File: src/rtl/sent_pkg.sv
`default_nettype none
// ============================================================================
// Module      : sent_pkg
// Description : Shared definitions for the SENT (SAE J2716) transmitter:
//               CRC-4 table and seed, frame sequencer state encoding and
//               symbol tick constants.
// Revision    : 1.0 - initial release
// ============================================================================
package sent_pkg;

    // CRC-4 seed loaded at the start of every frame.
    localparam logic [3:0] CRC4_SEED = 4'h5;

    // Symbol lengths in transmit ticks.
    localparam int unsigned SYNC_TICKS        = 56;   // sync pulse
    localparam int unsigned NIBBLE_BASE_TICKS = 12;   // nibble n lasts 12+n
    localparam int unsigned FRAME_TICKS       = 250;  // fixed frame length
    localparam int unsigned LOW_TICKS         = 5;    // low portion of a pulse

    // Frame sequencer states.
    typedef enum logic [2:0] {
        ST_IDLE   = 3'd0,
        ST_SYNC   = 3'd1,
        ST_STATUS = 3'd2,
        ST_DATA   = 3'd3,
        ST_CRC    = 3'd4,
        ST_PAUSE  = 3'd5
    } tx_state_e;

    // CRC-4 lookup: T[crc], 4-bit result, no carry.
    function automatic logic [3:0] crc4_table(input logic [3:0] idx);
        logic [3:0] t;
        case (idx)
            4'd0:    t = 4'd0;
            4'd1:    t = 4'd13;
            4'd2:    t = 4'd7;
            4'd3:    t = 4'd10;
            4'd4:    t = 4'd14;
            4'd5:    t = 4'd3;
            4'd6:    t = 4'd9;
            4'd7:    t = 4'd4;
            4'd8:    t = 4'd1;
            4'd9:    t = 4'd12;
            4'd10:   t = 4'd6;
            4'd11:   t = 4'd11;
            4'd12:   t = 4'd15;
            4'd13:   t = 4'd2;
            4'd14:   t = 4'd8;
            default: t = 4'd5;
        endcase
        return t;
    endfunction

endpackage
`default_nettype wire

File: src/rtl/sent_crc4.sv
`default_nettype none
// ============================================================================
// Module      : sent_crc4
// Description : One SENT CRC-4 step, combinational: crc_next = T[crc_in]^nib_in.
// Ports       : crc_in   - current CRC
//               nib_in   - nibble being folded in (0 for the final step)
//               crc_next - updated CRC
// Revision    : 1.0 - initial release
// ============================================================================
module sent_crc4
    import sent_pkg::*;
(
    input  logic [3:0] crc_in,
    input  logic [3:0] nib_in,
    output logic [3:0] crc_next
);

    assign crc_next = crc4_table(crc_in) ^ nib_in;

endmodule
`default_nettype wire

File: src/rtl/sent_tx_frame_ctrl.sv
`default_nettype none
// ============================================================================
// Module      : sent_tx_frame_ctrl
// Description : SENT transmit frame sequencer. Accepts status + data nibbles
//               into a one-frame holding buffer, computes the CRC-4 and issues
//               one-hot sync/pulse/pause requests to the pulse generator,
//               advancing one symbol per pulse_done.
// Ports       : ticks        - transmit tick clock (posedge)
//               reset        - asynchronous, active-low
//               frame_valid  - upstream frame offered
//               frame_ready  - holding buffer empty
//               status_in    - status/communication nibble
//               data_in      - data nibbles, nibble 0 in [23:20]
//               pulse_done   - generator finished current symbol
//               sync/pulse/pause - registered symbol requests
//               data_nibble  - nibble value for pulse (0 otherwise)
//               busy         - frame in progress
//               frame_done   - one-tick strobe after the last symbol
// Revision    : 1.0 - initial release
// ============================================================================
module sent_tx_frame_ctrl
    import sent_pkg::*;
#(
    parameter int unsigned NUM_NIBBLES     = 6,
    parameter bit          PAUSE_EN        = 1'b1,
    parameter bit          CRC_RECOMMENDED = 1'b1
) (
    input  logic        ticks,
    input  logic        reset,
    input  logic        frame_valid,
    output logic        frame_ready,
    input  logic [3:0]  status_in,
    input  logic [23:0] data_in,
    input  logic        pulse_done,
    output logic        sync,
    output logic        pulse,
    output logic        pause,
    output logic [3:0]  data_nibble,
    output logic        busy,
    output logic        frame_done
);

    localparam logic [2:0] LAST_IDX = 3'(NUM_NIBBLES - 1);

    tx_state_e   state_q, state_d;
    logic        buf_full_q, buf_full_d;
    logic [3:0]  buf_status_q, buf_status_d;
    logic [23:0] buf_data_q, buf_data_d;
    logic [3:0]  status_q, status_d;
    logic [23:0] data_q, data_d;       // working data, current nibble in [23:20]
    logic [2:0]  idx_q, idx_d;
    logic [3:0]  crc_q, crc_d;
    logic        sync_q, sync_d;
    logic        pulse_q, pulse_d;
    logic        pause_q, pause_d;
    logic [3:0]  nibble_q, nibble_d;
    logic        frame_done_q, frame_done_d;

    logic        accept;
    logic        load;
    logic        finish;
    logic [3:0]  crc_upd;
    logic [3:0]  crc_final;

    assign accept = frame_valid && !buf_full_q;

    sent_crc4 u_crc_data (
        .crc_in   (crc_q),
        .nib_in   (data_q[23:20]),
        .crc_next (crc_upd)
    );

    // The CRC nibble is computed from the next-cycle CRC so it can be
    // registered together with the transition into CRC.
    generate
        if (CRC_RECOMMENDED) begin : g_crc_recommended
            sent_crc4 u_crc_final (
                .crc_in   (crc_d),
                .nib_in   (4'h0),
                .crc_next (crc_final)
            );
        end else begin : g_crc_legacy
            assign crc_final = crc_d;
        end
    endgenerate

    // State and datapath registers.
    always_ff @(posedge ticks or negedge reset) begin
        if (!reset) begin
            state_q      <= ST_IDLE;
            buf_full_q   <= 1'b0;
            buf_status_q <= 4'h0;
            buf_data_q   <= 24'h0;
            status_q     <= 4'h0;
            data_q       <= 24'h0;
            idx_q        <= 3'd0;
            crc_q        <= 4'h0;
            sync_q       <= 1'b0;
            pulse_q      <= 1'b0;
            pause_q      <= 1'b0;
            nibble_q     <= 4'h0;
            frame_done_q <= 1'b0;
        end else begin
            state_q      <= state_d;
            buf_full_q   <= buf_full_d;
            buf_status_q <= buf_status_d;
            buf_data_q   <= buf_data_d;
            status_q     <= status_d;
            data_q       <= data_d;
            idx_q        <= idx_d;
            crc_q        <= crc_d;
            sync_q       <= sync_d;
            pulse_q      <= pulse_d;
            pause_q      <= pause_d;
            nibble_q     <= nibble_d;
            frame_done_q <= frame_done_d;
        end
    end

    // Next-state and datapath update.
    always_comb begin
        state_d      = state_q;
        status_d     = status_q;
        data_d       = data_q;
        idx_d        = idx_q;
        crc_d        = crc_q;
        buf_status_d = buf_status_q;
        buf_data_d   = buf_data_q;
        load         = 1'b0;
        finish       = 1'b0;

        case (state_q)
            ST_IDLE: begin
                if (buf_full_q) begin
                    load = 1'b1;
                end
            end
            ST_SYNC: begin
                if (pulse_done) begin
                    state_d = ST_STATUS;
                end
            end
            ST_STATUS: begin
                if (pulse_done) begin
                    state_d = ST_DATA;
                    idx_d   = 3'd0;
                end
            end
            ST_DATA: begin
                if (pulse_done) begin
                    crc_d  = crc_upd;
                    data_d = {data_q[19:0], 4'h0};
                    if (idx_q == LAST_IDX) begin
                        state_d = ST_CRC;
                    end else begin
                        idx_d = idx_q + 3'd1;
                    end
                end
            end
            ST_CRC: begin
                if (pulse_done) begin
                    if (PAUSE_EN) begin
                        state_d = ST_PAUSE;
                    end else begin
                        finish = 1'b1;
                    end
                end
            end
            ST_PAUSE: begin
                if (pulse_done) begin
                    finish = 1'b1;
                end
            end
            default: begin
                state_d = ST_IDLE;
            end
        endcase

        // A buffered frame chains straight into SYNC without an IDLE tick.
        if (finish) begin
            if (buf_full_q) begin
                load = 1'b1;
            end else begin
                state_d = ST_IDLE;
            end
        end

        if (load) begin
            state_d  = ST_SYNC;
            status_d = buf_status_q;
            data_d   = buf_data_q;
            idx_d    = 3'd0;
            crc_d    = CRC4_SEED;
        end

        // A new accept refills the buffer even on the edge it is drained.
        buf_full_d = buf_full_q;
        if (accept) begin
            buf_full_d   = 1'b1;
            buf_status_d = status_in;
            buf_data_d   = data_in;
        end else if (load) begin
            buf_full_d = 1'b0;
        end
    end

    // Registered requests decoded from the next state.
    always_comb begin
        sync_d       = (state_d == ST_SYNC);
        pulse_d      = (state_d == ST_STATUS) || (state_d == ST_DATA) ||
                       (state_d == ST_CRC);
        pause_d      = (state_d == ST_PAUSE);
        frame_done_d = finish;
        case (state_d)
            ST_STATUS: nibble_d = status_d;
            ST_DATA:   nibble_d = data_d[23:20];
            ST_CRC:    nibble_d = crc_final;
            default:   nibble_d = 4'h0;
        endcase
    end

    assign frame_ready = !buf_full_q;
    assign sync        = sync_q;
    assign pulse       = pulse_q;
    assign pause       = pause_q;
    assign data_nibble = nibble_q;
    assign busy        = (state_q != ST_IDLE);
    assign frame_done  = frame_done_q;

endmodule
`default_nettype wire
File: config.mk
export PLATFORM = sky130hd
export DESIGN_NAME = sent_tx_frame_ctrl
export DESIGN_NICKNAME = d
export VERILOG_FILES = /design/src/rtl/sent_pkg.sv /design/src/rtl/sent_crc4.sv /design/src/rtl/sent_tx_frame_ctrl.sv
export SDC_FILE = /design/constraint.sdc
export NUM_CORES = 1
export LEC_CHECK = 0
export ABC_AREA = 1
export CORE_ASPECT_RATIO = 1.25
export CORE_UTILIZATION = 40
export CTS_CLUSTER_SIZE = 16
export DETAILED_ROUTE_END_ITERATION = 10
export DONT_BUFFER_PORTS = 1
export SETUP_SLACK_MARGIN = 0.1
export SYNTH_ARGS = -nofsm -noshare
export SYNTH_HDL_FRONTEND = slang
export SYNTH_SLANG_ARGS = --single-unit
File: constraint.sdc
create_clock -name ticks -period 2.9 [get_ports ticks]
set_input_delay 0.58 -clock ticks [delete_from_list [all_inputs] [get_ports ticks]]
set_output_delay 0.58 -clock ticks [all_outputs]
set_load 0.02 [all_outputs]
==> metrics.md, run 1 <==
| Metric | Value |
|---|---|
| Status | finished clean |
| Flops & latches, synth | 75 |
| Critical path required time | 3.12 ns |
| Vias in the first global route | 2388 |
| Max Cap Violations | 0 |
| DR vias/cell | 5.16 |
| VDD IR max | 436 uV |
| Pre-Repair DR Iteration Count | 4 |
| Max Root-Sink Buffers | 2 |
| Reg-to-reg slack, setup | 0.66 ns |
| Area contributors post-synth | dfrtp_1 55%, nand2_1 9.0%, mux2_2 7.9%, inv_1 5.4%, o221ai_1 4.1% |
| Clock Latency Late Sink | 0.34 ns |
| Final setup fails | 0 |
| WP data arrival | 2.47 ns |
| Clock root cell | clkbuf_8 |
| Fmax | 446 MHz |
| Placed Cells | 444 |
| Crit path time final | 2.24 ns |
| Worst slack at placement | 0.695 ns |
| Cell with the most instances after synthesis | nand2_1 |
| Worst hold path class | input pin to async pin |
| First-pass GRT wire length | 11400 um |
| CTS Sinks | 75 |
| Power per cell area | 1190 nW/um^2 |
| Crit end category | flop |
| Initial Util | 0.413 |
| Mapped Avg Cell Area | 9.59 um^2 |
| Synth Instances | 357 |
| Placer Congestion | 0.873 |
| CTS tree | yes |
| Async set-reset flop share out of synthesis | 1.00 |
| Synthesized cell area | 3420 um^2 |
| Row cnt | 37 |
| Wirelength per Cell | 14.6 um |
| Final Skew | 0.00829 ns |
| Post-synth top cells | 82 x nand2_1, 75 x dfrtp_1, 49 x inv_1 |
| Hold Violations, Final | 0 |
| Fin nets | 395 |
| DR iter-0 viols | 66 |
| Core footprint | 8290 um^2 |
| GRT Residual Overflow | 0 |
| Pleak | 1.82 nW |
| Final period util | 0.773 |
| TNS Setup | 0 ns |
| Die W | 84.8 um |
| R2R Path Start | state_q[0] |
| Non-Filler Instances | 461 |
| Ant. Diodes | 0 |
| Crit path max fanout | 25 |
| Relative slew margins | 0.567 |
| DP Wirelength | 4630 um |
| # H-tree levels | 3 |
| Overall routing resource usage | 0.166 |
| FF-to-FF End | data_nibble[1] |
| Die Y | 105 um |
| RSZ-0062 raised after global routing | false |
| Most used DFF post-synth | dfrtp_1 |
| Yosys top cell by area | dfrtp_1 |
| Post-route setup slack | 0.658 ns |
| Layout cells sized above 1 | 0.165 |
| Die area | 8940 um^2 |
| Final hold slack | 0.121 ns |
| CP startpoint kind | flop |
| Top-area cell type share of the netlist area | 0.548 |
| CTS Buf Count | 9 |
| Sequential cell area fraction in the yosys report | 0.548 |
| Total Routed Length | 6720 um |
| I/O pin count | 42 |
| Syn Nets | 393 |
| Initial antenna violation count | 0 |
| Gates resized, CTS repair | 0 |
| Largest net degree at the start of global routing | 76 |
| Number of synthesized flops with an enable pin | 0 |
| Post-CTS Setup Inserts | 0 |
| Syn-to-layout area delta | 9.83% |
| Clk slew on worst S/H paths | 0.08 ns |
| Final Util | 0.454 |
| Residual DRC count | 0 |
| Slew Viols, Final | 0 |
| Netlist cell types | 28 |
| Post-DRT Antenna Nets | 0 |
| Worst setup path class | flop to flop |
| Via count | 2377 |
| Worst slew pin tran | 0.648 ns |
| Ys Warns | 0 |
| IO buf count | 0 |
| R2R depth | 10 |
## placed cells by master (no fill, tap or decap), types with 3 or more instances in the layout
cell type  instances
ha_1               4
o21ai_0            9
o21ai_1            5
o22ai_1            4
o221ai_1          16
nand2_2            4
bufinv_16          3
a21oi_1           10
clkbuf_8          10
nand3_1           22
inv_1             49
or2_0              3
mux2_2            24
nor2_1            19
nand2_1           82
nor2_2             5
dfrtp_1           75
## final cells by class
type | count | area, um^2
Clock buffer | 11 | 141
Timing Repair Buffer | 3 | 42.5
Multi-Input combinational cell | 219 | 1280
Tap cell | 97 | 121
Clock inverter | 5 | 108
Inverter | 51 | 191
Sequential cell | 75 | 1880
Fill cell | 812 | 4530
## sequential cells by signal (all words and copies together), names as in the netlist
| signal | count |
|---|---|
| buf_data_q | 24 |
| data_q | 24 |
| pause | 1 |
| crc_q | 4 |
| state_q | 3 |
| buf_full_q | 1 |
| status_q | 4 |
| data_nibble | 4 |
| frame_done | 1 |
| sync | 1 |
| idx_q | 3 |
| buf_status_q | 4 |
| pulse | 1 |
## critical path, stage by stage, from the launching register on
cell and delay [ns]:
dfrtp_1 0.45, inv_2 0.08, nand3_1 0.28, nand2_2 0.13
nand2_4 0.25, inv_2 0.24, or2_0 0.25, o21ai_1 0.11
nor2_1 0.06, nor2_1 0.18, nand2_1 0.08
## cells by family (layout without fill, tap and decap cells)
group | Yosys count | count (layout) | synth area share
and+or+nand+nor | 141 | 141 | 0.182
adders and majority gates | 4 | 4 | 0.0146
xor gates and xnor gates | 1 | 1 | 0.00256
buffers and inverters | 63 | 70 | 0.0782
DFF | 75 | 75 | 0.548
muxes | 24 | 24 | 0.0789
AOI/OAI and AO/OA | 49 | 49 | 0.0954
## report_power, final
part / switching (W) / internal (W) / leakage [nW]
sequential: 0.000285 / 0.00153 / 0.909
combinational: 0.00104 / 0.000629 / 0.787
clock: 0.000391 / 0.000602 / 0.125
total: 0.00172 / 0.00276 / 1.82
## routing by layer
metal / GRT usage / part of all wire / wire [um]
met5: 0 / 0 / 0
met4: 0.0714 / 0.022 / 150
met3: 0.0470 / 0.036 / 240
met2: 0.280 / 0.50 / 3380
met1: 0.198 / 0.44 / 2950
## how the worst max path moves through the flow
stage / slack (ns) / end / startpoint
6_report: 0.66 / data_nibble[1] / state_q[0]
3_5_place_dp: 0.69 / data_nibble[1] / state_q[0]
5_1_grt: 0.51 / data_nibble[1] / state_q[2]
4_1_cts: 0.66 / data_nibble[1] / state_q[0]
2_1_floorplan: 1.28 / data_q[13] / state_q[2]
3_3_place_gp: 0.71 / data_nibble[1] / state_q[0]
## through the flow
step | area (um^2) | power (W)
floorplan | 3420 | 0.00315
global placement | 3480 | 0.00344
detailed placement | 3480 | 0.00350
CTS | 3760 | 0.00454
global route | 3760 | 0.00486
finish | 3760 | 0.00448
## timing repair
item / CTS / global route
setup endpoints to repair: 0 / 0
hold buffers: 1 / 0
endpoints found under the hold margin: 75 / 0
(Power assumes the default switching activity.)
==> run 2: changes to the inputs <==
Clock period 2.9 ns to 2.3 ns, I/O delays scaled along.
==> run 2 against run 1 <==
Total power is 21% higher. Final cell count up 1.1%. Cell area decreased by 0.40%. Register-to-register slack worse by 0.30 ns. Maximum frequency up 16%. Critical endpoint is now data_nibble[3]. Global-route usage fell by 0.26 points. Core utilization is 0.18 points lower. Clock power is essentially flat. Setup slack lost 0.30 ns. Clock-buffer cell count is the same. Hold slack better by 0.13 ns.
==> metrics.md, run 2 (same netlist as run 1, synthesis figures left out) <==
| Metric | Value |
|---|---|
| Post-CTS Setup Inserts | 0 |
| Worst hold path class | input pin to flop |
| Die area | 8940 um^2 |
| Row cnt | 37 |
| Vias in the first global route | 2305 |
| Non-Filler Instances | 466 |
| RSZ-0062 raised after global routing | false |
| Overall routing resource usage | 0.163 |
| Clk slew on worst S/H paths | 0.07 ns |
| Highest Signal Layer | met4 |
| CTS Buf Count | 9 |
| Relative slew margins | 0.740 |
| Hold path cells | 1 |
| Worst slew pin tran | 0.389 ns |
| TNS Setup | 0 ns |
| Crit-path max cell delay | 0.43 ns |
| Switching part of the total | 0.391 |
| FF-to-FF End | data_nibble[3] |
| Status | finished clean |
| Commonest non-fill, non-tap cells in the layout | 82 x nand2_1, 75 x dfrtp_1, 49 x inv_1 |
| CP startpoint kind | flop |
| Critical path required time | 2.59 ns |
| GRT Residual Overflow | 0 |
| Comb pwr share | 0.396 |
| Worst setup path class | flop to flop |
| DR WL met2 | 3160 um |
| Met1 WL | 2900 um |
| Power per cell area | 1440 nW/um^2 |
| Layout cells sized above 1 | 0.173 |
| # H-tree levels | 3 |
| Final period util | 0.844 |
| DP Wirelength | 4520 um |
| R2R depth | 10 |
| Fin nets | 400 |
| Final hold slack | 0.256 ns |
| Hold Violations, Final | 0 |
| Max Cap Violations | 0 |
| Biggest regs | buf_data_q: 24 flops, data_q: 24 flops |
| Die W | 84.8 um |
| WP data arrival | 2.23 ns |
| Syn-to-layout area delta | 9.39% |
| First-pass GRT wire length | 11100 um |
| Residual DRC count | 0 |
| Largest net degree at the start of global routing | 76 |
| I/O pin count | 42 |
| Post-DRT Antenna Nets | 0 |
| Core footprint | 8290 um^2 |
| Net Switching | 0.00211 W |
| Wirelength per Cell | 13.8 um |
| Final Skew | 0.0127 ns |
| CTS Sinks | 75 |
| CP bufs+invs | 3 |
| VDD IR max | 578 uV |
| Clock root cell | clkbuf_8 |
| CP Cell Sequence | inv_1 -> nand3_1 -> nand2_2 -> nand2_4 -> inv_2 -> buf_4 -> nand2_1 -> a21oi_1 -> nor2_1 -> nand2_1 |
| Total Routed Length | 6450 um |
| Max Root-Sink Buffers | 2 |
| CTS tree | yes |
| CP max-delay cell | dfrtp_1 |
| Clock Latency Late Sink | 0.35 ns |
| R2R Path Start | state_q[2] |
| Ant. Diodes | 0 |
| Initial antenna violation count | 0 |
| Cts hold-fix bufs | 2 |
| Most common cell on crit path | nand2_1 |
| Die Y | 105 um |
| Via count | 2324 |
| Crit path time final | 1.94 ns |
| Pleak | 1.82 nW |
| Slew Viols, Final | 0 |
| Internal | 0.00329 W |
| Crit path max fanout | 17 |
| Reg-to-reg slack, setup | 0.36 ns |
| CP delay by family, top | simple AND/OR/NAND/NOR gates |
| Fmax | 515 MHz |
| Placer Congestion | 0.825 |
| Gates resized, CTS repair | 0 |
| Initial Util | 0.413 |
| Flop pwr share | 0.421 |
| Clock Power Share | 0.184 |
| Most common cell after layout, fill and taps aside | nand2_1 |
| DR vias/cell | 4.99 |
| Hold Crit Start | data_in[15] |
| DR WL met3 | 247 um |
| Final setup fails | 0 |
| Hold EP | buf_data_q[15] |
| CP Depth | 10 |
| Pre-Repair DR Iteration Count | 4 |
| IO buf count | 0 |
| Crit end category | flop |
| DR iter-0 viols | 101 |
| Placed Cells | 448 |
[run 2: changes by cell type in the layout (fill, tap and decap cells not counted)]
| cell | previous run | this run |
|---|---|---|
| buf_4 | 2 | 6 |
| clkinv_2 | 0 | 3 |
| bufinv_16 | 3 | 1 |
| inv_6 | 2 | 0 |
| clkinvlp_4 | 0 | 1 |
| dlygate4sd3_1 | 0 | 1 |
[run 2: worst max-delay path by stage]
| stage | start | to | slack, ns |
|---|---|---|---|
| 2_1_floorplan | state_q[2] | data_q[13] | 0.68 |
| 3_3_place_gp | state_q[2] | data_nibble[3] | 0.40 |
| 3_5_place_dp | state_q[2] | data_nibble[3] | 0.38 |
| 4_1_cts | state_q[2] | data_nibble[3] | 0.35 |
| 5_1_grt | state_q[2] | data_nibble[3] | 0.16 |
| 6_report | state_q[2] | data_nibble[3] | 0.36 |
[run 2: worst reg2reg max path, stage by stage, from the launching register on]
cell     delay, ns
dfrtp_1       0.43
inv_1         0.17
nand3_1       0.15
nand2_2       0.13
nand2_4       0.14
inv_2         0.16
buf_4         0.23
nand2_1       0.12
a21oi_1       0.20
nor2_1        0.08
nand2_1       0.06
[run 2: power groups by stage]
| stage | combinational, W | clock (W) | sequential (W) |
|---|---|---|---|
| finish | 0.00214 | 0.000994 | 0.00227 |
| CTS | 0.00217 | 0.00103 | 0.00228 |
| detailed placement | 0.00213 | 0 | 0.00230 |
| floorplan | 0.00176 | 0 | 0.00222 |
| global placement | 0.00207 | 0 | 0.00229 |
| global route | 0.00246 | 0.00108 | 0.00234 |
[run 2: per-layer routing]
| layer | up-vias | track usage |
|---|---|---|
| li1 | 1179 | - |
| met2 | 29 | 0.260 |
| met4 | 0 | 0.0835 |
| met1 | 1107 | 0.202 |
| met3 | 9 | 0.0478 |
| met5 | - | 0 |
[run 2: final cells by class]
cell class	count	area, um^2
fill	806	4540
sequential	75	1880
multi-input combinational	219	1280
inverter	51	191
clock buffer	11	141
tap	97	121
timing repair buffer	8	82.6
clock inverter	5	52.6
[run 2: per-stage QoR]
step                      total power, W  utilization  instance area [um^2]  setup WS (ns)
after CTS                        0.00548        0.452                  3750          0.351
final                            0.00541        0.452                  3750          0.360
after detailed placement         0.00444        0.424                  3510          0.377
after global routing             0.00588        0.452                  3750          0.159
after global placement           0.00436        0.424                  3510          0.396
after floorplan                  0.00398            -                  3420          0.684
==> run 3: changes to the inputs <==
Clock period 2.3 ns to 1.9 ns, I/O delays scaled along.
==> run 3 against run 2 <==
The flow now finishes with violations (negative hold slack). Via count up 3.6%. Highest routed layer unchanged. Global-route usage up 0.81 points. Die area stayed put. Largest power group is now combinational logic. Critical path depth increased by 1. Cell area is 3.9% higher. Clock skew is 0.0035 ns lower. Sequential share of layout area decreased by 1.8 points.
==> metrics.md, run 3 (same netlist as run 1, synthesis figures left out) <==
| Metric | Value |
|---|---|
| Status | finished with violations |
| Failing checks | negative hold slack |
| GRT Residual Overflow | 0 |
| Fin nets | 406 |
| Placed Cells | 451 |
| RSZ-0062 raised after global routing | false |
| CTS Buf Count | 9 |
| WP data arrival | 1.89 ns |
| Placer Congestion | 0.876 |
| Die area | 8940 um^2 |
| Syn-to-layout area delta | 13.6% |
| # H-tree levels | 3 |
| DR iter-0 viols | 118 |
| Biggest regs | buf_data_q: 24 flops, data_q: 24 flops |
| Placed inst area | 3550 um^2 |
| Clock root cell | clkbuf_8 |
| Internal | 0.00441 W |
| Crit path time final | 1.66 ns |
| Worst slack at placement | 0.0877 ns |
| Max Root-Sink Buffers | 2 |
| DR vias/cell | 5.11 |
| Overall routing resource usage | 0.172 |
| Core footprint | 8290 um^2 |
| Clock Latency Late Sink | 0.35 ns |
| Critical path required time | 2.13 ns |
| Final hold slack | -0.282 ns |
| Clk slew on worst S/H paths | 0.08 ns |
| Net Switching | 0.00270 W |
| I/O pin count | 42 |
| Vias in the first global route | 2454 |
| CTS tree | yes |
| Slew Viols, Final | 0 |
| Non-Filler Instances | 471 |
| Worst setup path class | flop to flop |
| Most common cell after layout, fill and taps aside | nand2_1 |
| Final Util | 0.470 |
| Pleak | 1.87 nW |
| Worst hold path class | input pin to async pin |
| Final period util | 0.873 |
| Post-route setup slack | 0.242 ns |
| IO buf count | 0 |
| DP Wirelength | 4970 um |
| Commonest non-fill, non-tap cells in the layout | 79 x nand2_1, 74 x dfrtp_1, 47 x inv_1 |
| Largest net degree at the start of global routing | 76 |
| Hold Violations, Final | 75 |
| Crit end category | flop |
| Ant. Diodes | 0 |
| Row cnt | 37 |
| Design Area, Final | 3890 um^2 |
| Total Routed Length | 6980 um |
| Die Y | 105 um |
| Power per cell area | 1830 nW/um^2 |
| Layout cells sized above 1 | 0.222 |
| Worst slew pin tran | 0.320 ns |
| CTS Sinks | 75 |
| Via count | 2407 |
| Final Skew | 0.00919 ns |
| Max Cap Violations | 0 |
| Residual DRC count | 0 |
| Crit path max fanout | 9 |
| Initial antenna violation count | 0 |
| Relative slew margins | 0.787 |
| CP startpoint kind | flop |
| Post-DRT Antenna Nets | 0 |
| Switching part of the total | 0.379 |
| Clock Power Share | 0.201 |
| Final setup fails | 0 |
| Initial Util | 0.413 |
| VDD IR max | 626 uV |
| Pre-Repair DR Iteration Count | 4 |
| Flop pwr share | 0.392 |
| TNS Setup | 0 ns |
| First-pass GRT wire length | 11700 um |
| Comb pwr share | 0.407 |
| Fmax | 603 MHz |
| Die W | 84.8 um |
| Wirelength per Cell | 14.8 um |
[run 3: layout make-up]
class	instances	area (um^2)
fill	772	4400
sequential	75	1880
multi-input combinational	219	1340
inverter	51	191
timing repair buffer	14	130
clock buffer	10	128
tap	97	121
clock inverter	5	103
[run 3: what timing repair did]
action,4_1_cts,5_1_grt
buffers inserted,0,5
pin swaps,0,3
endpoints found under the setup margin,1,5
gates resized for setup,1,16
endpoints found under the hold margin,75,75
[run 3: worst paths after layout]
| check | from | to | slack (ns) | cells after the start |
|---|---|---|---|---|
| hold / removal | reset | pulse | -0.28 | 0 |
| hold reg to reg | buf_data_q[11] | data_q[11] | 0.49 | 2 |
| max in group asynchronous | reset | buf_status_q[1] | 2.02 | 0 |
| setup reg to reg | state_q[1] | data_nibble[3] | 0.24 | 11 |
| setup / recovery | state_q[1] | data_nibble[3] | 0.24 | 11 |
| min in group ticks | data_in[17] | buf_data_q[17] | 0.17 | 1 |
[run 3: through the flow]
step | hold slack (ns) | power (W)
finish | -0.282 | 0.00711
global route | -0.300 | 0.00768
CTS | -0.301 | 0.00698
detailed placement | 0.0877 | 0.00550
global placement | 0.0876 | 0.00541
floorplan | 0.0844 | 0.00481
[run 3: power groups by stage]
stage	Sequential [W]	Clock, W	Combinational (W)
2_1_floorplan	0.00268	0	0.00213
4_1_cts	0.00280	0.00148	0.00271
6_report	0.00279	0.00143	0.00289
3_5_place_dp	0.00282	0	0.00268
5_1_grt	0.00288	0.00153	0.00327
3_3_place_gp	0.00280	0	0.00260
[run 3: worst max-delay path, cell delays in order, from the launching register on]
cell     delay [ns]
dfrtp_1        0.45
nor2_2         0.20
nand2_2        0.10
nand2_2        0.13
nand2_8        0.08
buf_12         0.15
nand2_1        0.07
nor2_2         0.05
inv_1          0.10
nand2_1        0.07
nand3_1        0.08
nand2_1        0.06
[run 3: per-layer routing]
layer	global-route usage	routed length (um)	up-vias
met2	0.293	3630	38
li1	-	-	1192
met5	0	0	-
met3	0.0415	281	14
met1	0.200	2900	1163
met4	0.0872	162	0
